--- src/rtl/cpu_pkg.sv ---
// cpu_pkg: definitions shared by the fetch stage and the decoder.
//   AW_DEF        default byte-address width
//   opcode_t      3-bit opcode carried in byte0[7:5]
//   LONG_BIT      bit of byte0 that selects the instruction length
//   is_long()     1 when a byte0 starts a two-byte instruction
//   fetch_state_t fetch-stage FSM states
package cpu_pkg;

    localparam int AW_DEF   = 13;
    localparam int LONG_BIT = 7;

    typedef logic [2:0] opcode_t;

    typedef enum logic {
        FETCH0 = 1'b0,
        FETCH1 = 1'b1
    } fetch_state_t;

    // A clear length bit marks a two-byte (long) instruction.
    function automatic logic is_long(input logic [7:0] byte0);
        return !byte0[LONG_BIT];
    endfunction

endpackage

--- src/rtl/instr_fetch.sv ---
// instr_fetch: fetch stage between the PC and the decoder.
// Drives the PC onto the combinational instruction memory, assembles one- or
// two-byte instructions and presents them through a one-entry output register.
//
// Ports:
//   clk             rising-edge clock
//   rst             asynchronous, active-low reset
//   mem_addr        byte address to instruction memory (the PC register)
//   mem_data        byte at mem_addr, same cycle
//   redirect_valid  branch taken: load redirect_pc, flush everything
//   redirect_pc     branch target
//   instr_valid     output register holds an instruction
//   instr_ready     decoder accepts the instruction this cycle
//   instr_op        opcode, byte0[7:5]
//   instr_addr      operand ({byte0[4:0],byte1} long, zero-extended byte0[4:0] short)
//   instr_long      1 = two-byte instruction
//   instr_pc        address of byte0 of the presented instruction
//   dbg_state       current FSM state
//
// Handshake: an instruction transfers on a cycle where instr_valid and
// instr_ready are both 1. Once instr_valid is raised the payload is held
// stable until that transfer happens; a redirect drops instr_valid without a
// transfer (the instruction is flushed, not consumed).
module instr_fetch
    import cpu_pkg::*;
#(
    parameter int             AW       = AW_DEF,
    parameter logic [AW-1:0]  RESET_PC = '0
) (
    input  logic          clk,
    input  logic          rst,
    output logic [AW-1:0] mem_addr,
    input  logic [7:0]    mem_data,
    input  logic          redirect_valid,
    input  logic [AW-1:0] redirect_pc,
    output logic          instr_valid,
    input  logic          instr_ready,
    output opcode_t       instr_op,
    output logic [AW-1:0] instr_addr,
    output logic          instr_long,
    output logic [AW-1:0] instr_pc,
    output fetch_state_t  dbg_state
);

    localparam logic [AW-1:0] PC_ONE = 1;

    fetch_state_t  state, state_n;
    logic [AW-1:0] pc, pc_n;
    logic [7:0]    b0, b0_n;
    logic [AW-1:0] b0_pc, b0_pc_n;
    logic          valid_n;
    opcode_t       op_n;
    logic [AW-1:0] addr_n;
    logic          long_n;
    logic [AW-1:0] ipc_n;
    logic          free;
    logic          load;

    assign mem_addr  = pc;
    assign dbg_state = state;

    always_comb begin
        free    = !instr_valid || instr_ready;
        load    = 1'b0;
        state_n = state;
        pc_n    = pc;
        b0_n    = b0;
        b0_pc_n = b0_pc;
        valid_n = instr_valid;
        op_n    = instr_op;
        addr_n  = instr_addr;
        long_n  = instr_long;
        ipc_n   = instr_pc;

        if (redirect_valid) begin
            // Flush: pending byte0 is abandoned and the handshake is ignored.
            pc_n    = redirect_pc;
            state_n = FETCH0;
            valid_n = 1'b0;
        end else begin
            unique case (state)
                FETCH0: begin
                    if (is_long(mem_data)) begin
                        // Byte0 of a long instruction is captured even when
                        // the output slot is busy; only the issue waits.
                        b0_n    = mem_data;
                        b0_pc_n = pc;
                        pc_n    = pc + PC_ONE;
                        state_n = FETCH1;
                    end else if (free) begin
                        load   = 1'b1;
                        op_n   = mem_data[7:5];
                        addr_n = {{(AW-5){1'b0}}, mem_data[4:0]};
                        long_n = 1'b0;
                        ipc_n  = pc;
                        pc_n   = pc + PC_ONE;
                    end
                    // Short and blocked: PC holds so the byte is re-read.
                end
                FETCH1: begin
                    if (free) begin
                        load    = 1'b1;
                        op_n    = b0[7:5];
                        addr_n  = AW'({b0[4:0], mem_data});
                        long_n  = 1'b1;
                        ipc_n   = b0_pc;
                        pc_n    = pc + PC_ONE;
                        state_n = FETCH0;
                    end
                end
                default: state_n = FETCH0;
            endcase

            if (load) begin
                valid_n = 1'b1;
            end else if (instr_valid && instr_ready) begin
                valid_n = 1'b0;
            end
        end
    end

    always_ff @(posedge clk or negedge rst) begin
        if (!rst) begin
            state       <= FETCH0;
            pc          <= RESET_PC;
            b0          <= '0;
            b0_pc       <= '0;
            instr_valid <= 1'b0;
            instr_op    <= '0;
            instr_addr  <= '0;
            instr_long  <= 1'b0;
            instr_pc    <= '0;
        end else begin
            state       <= state_n;
            pc          <= pc_n;
            b0          <= b0_n;
            b0_pc       <= b0_pc_n;
            instr_valid <= valid_n;
            instr_op    <= op_n;
            instr_addr  <= addr_n;
            instr_long  <= long_n;
            instr_pc    <= ipc_n;
        end
    end

endmodule

--- config.mk ---
export PLATFORM = sky130hd
export DESIGN_NAME = instr_fetch
export DESIGN_NICKNAME = d
export VERILOG_FILES = /design/src/rtl/cpu_pkg.sv /design/src/rtl/instr_fetch.sv
export SDC_FILE = /design/constraint.sdc
export NUM_CORES = 1
export LEC_CHECK = 0
export BUFFER_PORTS_ARGS = -buffer_cell sky130_fd_sc_hd__buf_2
export CAP_MARGIN = 20
export CORE_UTILIZATION = 53
export CTS_CLUSTER_SIZE = 30
export DETAILED_ROUTE_END_ITERATION = 8
export GPL_TIMING_DRIVEN = 1
export PLACE_DENSITY = 0.78
export SLEW_MARGIN = 20
export SYNTH_ARGS = -nofsm -noshare
export SYNTH_HDL_FRONTEND = slang
export SYNTH_SLANG_ARGS = --single-unit
--- constraint.sdc ---
create_clock -name clk -period 2.47 [get_ports clk]
set_clock_uncertainty 0.15 [all_clocks]
set_input_delay 0.494 -clock clk [delete_from_list [all_inputs] [get_ports clk]]
set_output_delay 0.494 -clock clk [all_outputs]
set_load 0.02 [all_outputs]
==> results of run 1 <==
-- stage by stage --
step           utilization [%]  setup WS, ns  cells  power (mW)  instance area (µm²)
4_1_cts                   66.9         0.482    366        2.87                 3460
3_3_place_gp              63.5         0.430    350        2.04                 3290
6_report                  66.9         0.492    366        2.84                 3460
2_1_floorplan                -         0.555    220        1.82                 2880
5_1_grt                   66.9         0.404    366        3.00                 3460
3_5_place_dp              63.5         0.381    350        2.07                 3290
-- kinds of logic (layout without fill, tap and decap cells) --
kind of cell,after synthesis,count (layout),share of synthesized area [%]
compound gates,48,48,15.5
xor+xnor,11,11,3.35
fa+ha+maj,1,1,0.435
buf+inv,20,96,4.22
flops,65,65,56.6
mux,28,28,10.9
simple gates,47,47,9.01
-- routing by layer --
layer,part of all wire [%],vias to the layer above,global-route usage (%)
met5,0,-,0
met4,2.2,0,11.3
met3,4.3,12,4.76
met2,48,63,36.2
met1,46,1043,32.2
li1,-,952,-
-- worst max-delay path: stages, from the launching register on --
cell,delay [ns]
dfrtp_1,0.50
ha_1,0.22
nand3_1,0.24
a2111oi_4,0.39
xor2_1,0.10
mux2_2,0.27
-- how the worst max path moves through the flow --
| stage | from | endpoint | slack, ns | cells past startpoint |
|---|---|---|---|---|
| 5_1_grt | dbg_state$_DFF_PN0_ | b0[4]$_DFFE_PN0P_ | 0.40 | 4 |
| 2_1_floorplan | mem_addr[0]$_DFF_PN0_ | mem_addr[12]$_DFF_PN0_ | 0.56 | 5 |
| 6_report | mem_addr[0]$_DFF_PN0_ | mem_addr[12]$_DFF_PN0_ | 0.49 | 5 |
| 3_3_place_gp | mem_data[7] | b0[2]$_DFFE_PN0P_ | 0.43 | 5 |
| 3_5_place_dp | mem_data[7] | b0_pc[0]$_DFFE_PN0P_ | 0.38 | 5 |
| 4_1_cts | mem_addr[0]$_DFF_PN0_ | mem_addr[12]$_DFF_PN0_ | 0.48 | 5 |
-- power groups by stage --
stage,logic [mW],clock network (mW),registers (mW)
2_1_floorplan,0.282,0,1.54
3_3_place_gp,0.633,0,1.41
3_5_place_dp,0.652,0,1.42
4_1_cts,0.655,0.820,1.40
5_1_grt,0.709,0.864,1.43
6_report,0.647,0.798,1.40
-- layout by cell type, fill, tap and decap left out, types with 4 or more instances in the layout --
cell      count
nand2_1      15
nand4_1       5
xor2_1        5
a22o_1        8
nor2_1        4
nor3b_1      12
a221o_1      14
dfrtp_1      65
xnor2_1       6
o21ai_0      11
buf_2        69
clkbuf_8     11
buf_4         6
mux2_2       27
-- sequential cells by signal, summed over array words and instances (netlist names) --
| register | flops |
|---|---|
| instr_op | 3 |
| instr_pc | 13 |
| mem_addr | 13 |
| b0 | 7 |
| b0_pc | 13 |
| instr_valid | 1 |
| dbg_state | 1 |
| instr_long | 1 |
| instr_addr | 13 |
-- layout make-up --
cell class | count | area share (%)
sequential | 65 | 47.0
multi-input combinational | 135 | 32.6
timing repair buffer | 77 | 12.4
clock buffer | 14 | 4.70
tap | 70 | 2.53
clock inverter | 2 | 0.362
inverter | 3 | 0.325
==> out/qor.txt, run 1 <==
Multi-input logic area - 1130 µm²
CTS Buffer Depth - 2
Critical path required time - 2.54 ns
Worst-Margin Slew - 0.568 ns
CTS H-Tree Depth - 3
Fillers - 408
Peak supply drop - 0.000599 V
Port bufs - 69
Max Fanout on Critical Path - 7
First-pass GRT wire length - 9.63 mm
Netlist cell types - 35
Syn_nets - 246
Worst setup EP type - register
TritonCTS buffer count - 9
Initial Util - 55.6%
Outcome - finished clean
Final hold vios - 0
Drt initial violations - 94
# DRC - 0
Post-synth EDFFs - 0
Post-synth top cells - dfrtp_1 (65), mux2_2 (27), nand2_1 (15), a221o_1 (14), nor3b_1 (12)
Post-CTS resize count - 0
Startpoint Class - register
Std cell rows - 26
Yosys Warn Count - 0
R2r worst-path depth - 5
Die ar. - 5720 µm²
Max Slew Vio Count - 0
Chip height - 75.7 µm
RD Place Congestion - 0.814
Fmax - 505 MHz
Int Pwr - 1.96 mW
Clk_lat worst skew - 0.33 ns
Beginning of the worst register-to-register path - mem_addr[0]$_DFF_PN0_
Mean Syn Cell Area - 13.1 µm²
DP HPWL - 4.00 mm
Drt total wl - 5.96 mm
CTS tree - built
Yosys top cell by area - dfrtp_1
Vias in the first global route - 1968
Ratio of cells with drive above 1 in the final layout - 41.6%
Most frequent cell after synthesis - dfrtp_1
Vias post-DR - 2070
Synth async-reset ratio - 100%
Nets - 317
Final ANT Viol Nets - 0
R2r endpoint - mem_addr[12]$_DFF_PN0_
Flops & latches, synth - 65
WHS - 0.00178 ns
Root Buffer - clkbuf_8
Pwr dens - 821 nW/µm²
Post-synthesis sequential area ratio - 56.6%
Leak Pwr - 1.58 nW
Top-area cell type share of the netlist area - 56.6%
I/O pins - 70
Die Span X - 75.7 µm
Period utilisation layout - 80.1%
Register Area - 1630 µm²
Data arrival, critical path - 2.05 ns
Initial antenna violation count - 0
HP Class - in2async
Sw power - 880 µW
Final setup TNS - 0 ns
Diodes inserted - 0
Pre-antenna DRT Iters - 4
Critical path type - reg2reg
Max-Cap Viols - 0
Area grow syn2layout - 20.4%
GRT Util Overall - 23.5%
Slew HR - 62.1%
Cell Area, Synth - 2880 µm²
Total grt overflow - 0
R2r setup slk - 0.49 ns
Combinational Power Share - 22.8%
Vias per inst - 5.66
Switching share of power - 31.0%
Core footprint - 5170 µm²
Ys flop type - dfrtp_1
Final setup fails - 0
Cells after synthesis - 220
Synth area leaders - dfrtp_1 (57%), mux2_2 (11%), a221o_1 (4.9%)
Clock power frac - 28.1%
Largest net degree at the start of global routing - 66
Period minus WS final - 1.98 ns
Part of the power in registers - 49.1%
Clock slew seen by the registers of the worst setup and hold paths - 0.07 ns
Clk sink count - 65
Avg WL per Cell - 16.3 µm
Post-CTS Repair Setup Buffers - 0
Hold-fix buffers at CTS - 0
RSZ-0062 raised after global routing - no
Note: power is estimated with default switching activity, not from simulation.
==> run 2, diff against run 1 <==
- ABC_AREA: default -> 1
- clock period: 2.47 -> 2 ns (I/O delays scaled with it)
==> run 2 against run 1 <==
Effect of this change: power grew 20%; critical endpoint is now mem_addr[9]$_DFF_PN0_; clock power grew 29%; sequential power up 18%.
==> out/qor.txt, run 2 <==
Outcome - finished clean
DP HPWL - 4.44 mm (+11%)
Clk sink count - 65 (unchanged)
Initial antenna violation count - 0 (unchanged)
Netlist cell types - 25 (-29%)
Slew HR - 61.4% (-0.76 points)
CTS tree - built
Sw power - 1.07 mW (+22%)
CTS Buffer Depth - 2 (unchanged)
Vias post-DR - 2419 (+17%)
Placed Instances - 445 (+27%)
Chip height - 75.4 µm (-0.40%)
RSZ-0062 raised after global routing - no
Max Fanout on Critical Path - 6 (-1)
Switching share of power - 31.5% (+0.47 points)
Commonest cells after routing, fill and taps aside - nand2_1 (103), buf_2 (69), dfrtp_1 (65), o21ai_0 (35), inv_1 (27)
Mean Syn Cell Area - 9.14 µm² (-30%)
Post-synth EDFFs - 0 (unchanged)
Startpoint Class - register
Yosys Warn Count - 0 (unchanged)
I/O pins - 70 (unchanged)
Yosys top cell by area - dfrtp_1
Period minus WS final - 1.72 ns (-0.263 ns)
Port bufs - 69 (unchanged)
Pre-antenna DRT Iters - 5 (+1)
Leak Pwr - 1.82 nW (+15%)
Post-synthesis sequential area ratio - 57.0% (+0.47 points)
Finished Layout Cells - 461 (+26%)
Top-area cell type share of the netlist area - 57.0% (+0.47 points)
Fillers - 428 (+4.9%)
Most used cell, CP - nand2_1
HP Class - in2reg
Std cell rows - 26 (unchanged)
Area grow syn2layout - 21.7%
Part of the power in registers - 48.5% (-0.6 points)
Int Pwr - 2.34 mW (+19%)
Most common cell after layout, fill and taps aside - nand2_1
Clock power frac - 30.3% (+2.2 points)
Clk_lat worst skew - 0.33 ns (about the same)
First-pass GRT wire length - 10.1 mm (+5.4%)
Drt total wl - 6.31 mm (+5.9%)
Syn_nets - 338 (+37%)
RD Place Congestion - 0.952 (+17%)
Largest net degree at the start of global routing - 42 (-36%)
Final setup fails - 0 (unchanged)
Final setup TNS - 0 ns (unchanged)
Core footprint - 5140 µm² (-0.63%)
Critical path required time - 2.07 ns (-0.47 ns)
Post-CTS resize count - 0 (unchanged)
Peak supply drop - 0.000493 V (-18%)
Slowest cell delay on critical path - 0.42 ns (-0.08 ns)
Combinational Power Share - 21.2% (-1.6 points)
Final worst slack - 0.285 ns (-0.207 ns)
Vias per inst - 5.25 (-7.2%)
Ratio of cells with drive above 1 in the final layout - 27.1% (-14 points)
Period utilisation layout - 85.8% (+5.7 points)
Hold-fix buffers at CTS - 1 (+1)
Max-Cap Viols - 0 (unchanged)
CTS H-Tree Depth - 3 (unchanged)
TritonCTS buffer count - 9 (unchanged)
WHS - 0.119 ns (+0.117 ns)
Fmax - 583 MHz (+15%)
Die ar. - 5680 µm² (-0.80%)
Drt initial violations - 225 (+140%)
Synth async-reset ratio - 100% (unchanged)
Total power - 3.41 mW (+20%)
Diodes inserted - 0 (unchanged)
Total grt overflow - 0 (unchanged)
Cell chain of the critical path - inv_1 -> nand2_1 -> nand2_1 -> nand3_2 -> nor2_1 -> nand3_1 -> nand3_1 -> nand2_1
Placed Area - 3280 µm² (about the same)
Flops & latches, synth - 65 (unchanged)
Cells after synthesis - 312 (+42%)
Final ANT Viol Nets - 0 (unchanged)
GRT Util Overall - 24.7% (+1.1 points)
Slowest cell on crit path - dfrtp_1
Root Buffer - clkbuf_8
Cell Area, Synth - 2850 µm² (-0.83%)
Pwr dens - 983 nW/µm² (+20%)
Fin area - 3470 µm² (+0.29%)
Avg WL per Cell - 13.7 µm (-16%)
Nets - 413 (+30%)
Vias in the first global route - 2118 (+7.6%)
Most frequent cell after synthesis - nand2_1
Die Span X - 75.4 µm (-0.40%)
Post-CTS Repair Setup Buffers - 0 (unchanged)
Data arrival, critical path - 1.78 ns (-0.27 ns)
Worst-Margin Slew - 0.579 ns (+0.0114 ns)
Max Slew Vio Count - 0 (unchanged)
Critical path type - reg2reg
Initial Util - 55.5% (-0.11 points)
Synth area leaders - dfrtp_1 (57%), nand2_1 (14%), o21ai_0 (6.1%)
Final core area utilization - 67.5% (+0.62 points)
Final hold vios - 0 (unchanged)
Worst setup EP type - register
Worst slack, placed - 0.224 ns (-0.157 ns)
Clock slew seen by the registers of the worst setup and hold paths - 0.07 ns (about the same)
# DRC - 0 (unchanged)
Ys flop type - dfrtp_1
Post-synth top cells - nand2_1 (103), dfrtp_1 (65), o21ai_0 (35), inv_1 (27)
[run 2: final timing paths]
path,from,end,slack [ns],depth (start not counted)
max in group asynchronous,rst,instr_op[1]$_DFFE_PN0P_,0.65,3
hold reg to reg,instr_long$_DFFE_PN0P_,instr_long$_DFFE_PN0P_,0.33,2
setup / recovery,dbg_state$_DFF_PN0_,mem_addr[9]$_DFF_PN0_,0.28,8
setup reg to reg,dbg_state$_DFF_PN0_,mem_addr[9]$_DFF_PN0_,0.28,8
min in group asynchronous,rst,instr_addr[2]$_DFFE_PN0P_,0.44,2
hold / removal,redirect_pc[6],mem_addr[6]$_DFF_PN0_,0.12,3
[run 2: logic make-up (layout without fill, tap and decap cells)]
| kind of cell | after synthesis | in the layout | share of synthesized area (%) |
|---|---|---|---|
| adder cells (fa/ha/maj) | 1 | 1 | 0.439 |
| XOR/XNOR | 2 | 2 | 0.614 |
| buffers and inverters | 41 | 120 | 6.41 |
| flip-flops | 65 | 65 | 57.0 |
| AND/OR/NAND/NOR | 142 | 142 | 21.2 |
| AO/OA/AOI/OAI | 61 | 61 | 14.3 |
[run 2: power groups by stage]
stage	registers (mW)	logic [mW]	clock network, mW
final	1.65	0.725	1.03
after global routing	1.68	0.809	1.11
after CTS	1.65	0.735	1.05
after global placement	1.67	0.709	0
after detailed placement	1.67	0.731	0
after floorplan	1.82	0.298	0
[run 2: metal layers]
layer / global-route usage (%) / share of wire [%]
met5: 0 / 0
met4: 10.5 / 1.6
met2: 35.7 / 44
met1: 36.0 / 47
met3: 5.42 / 7.1
[run 2: layout make-up]
class	count	area, µm²	area share (%)
timing repair buffer	77	433	12.5
sequential	65	1630	46.9
clock inverter	4	45.0	1.30
multi-input combinational	206	1040	30.0
clock buffer	11	131	3.79
tap	70	87.6	2.52
inverter	28	105	3.03
[run 2: worst max-delay path: cells and delay by family (launching register included)]
kind / cells / cell delay [ns]
flip-flops: 1 / 0.42
AND/OR/NAND/NOR: 7 / 0.85
buffers and inverters: 1 / 0.18
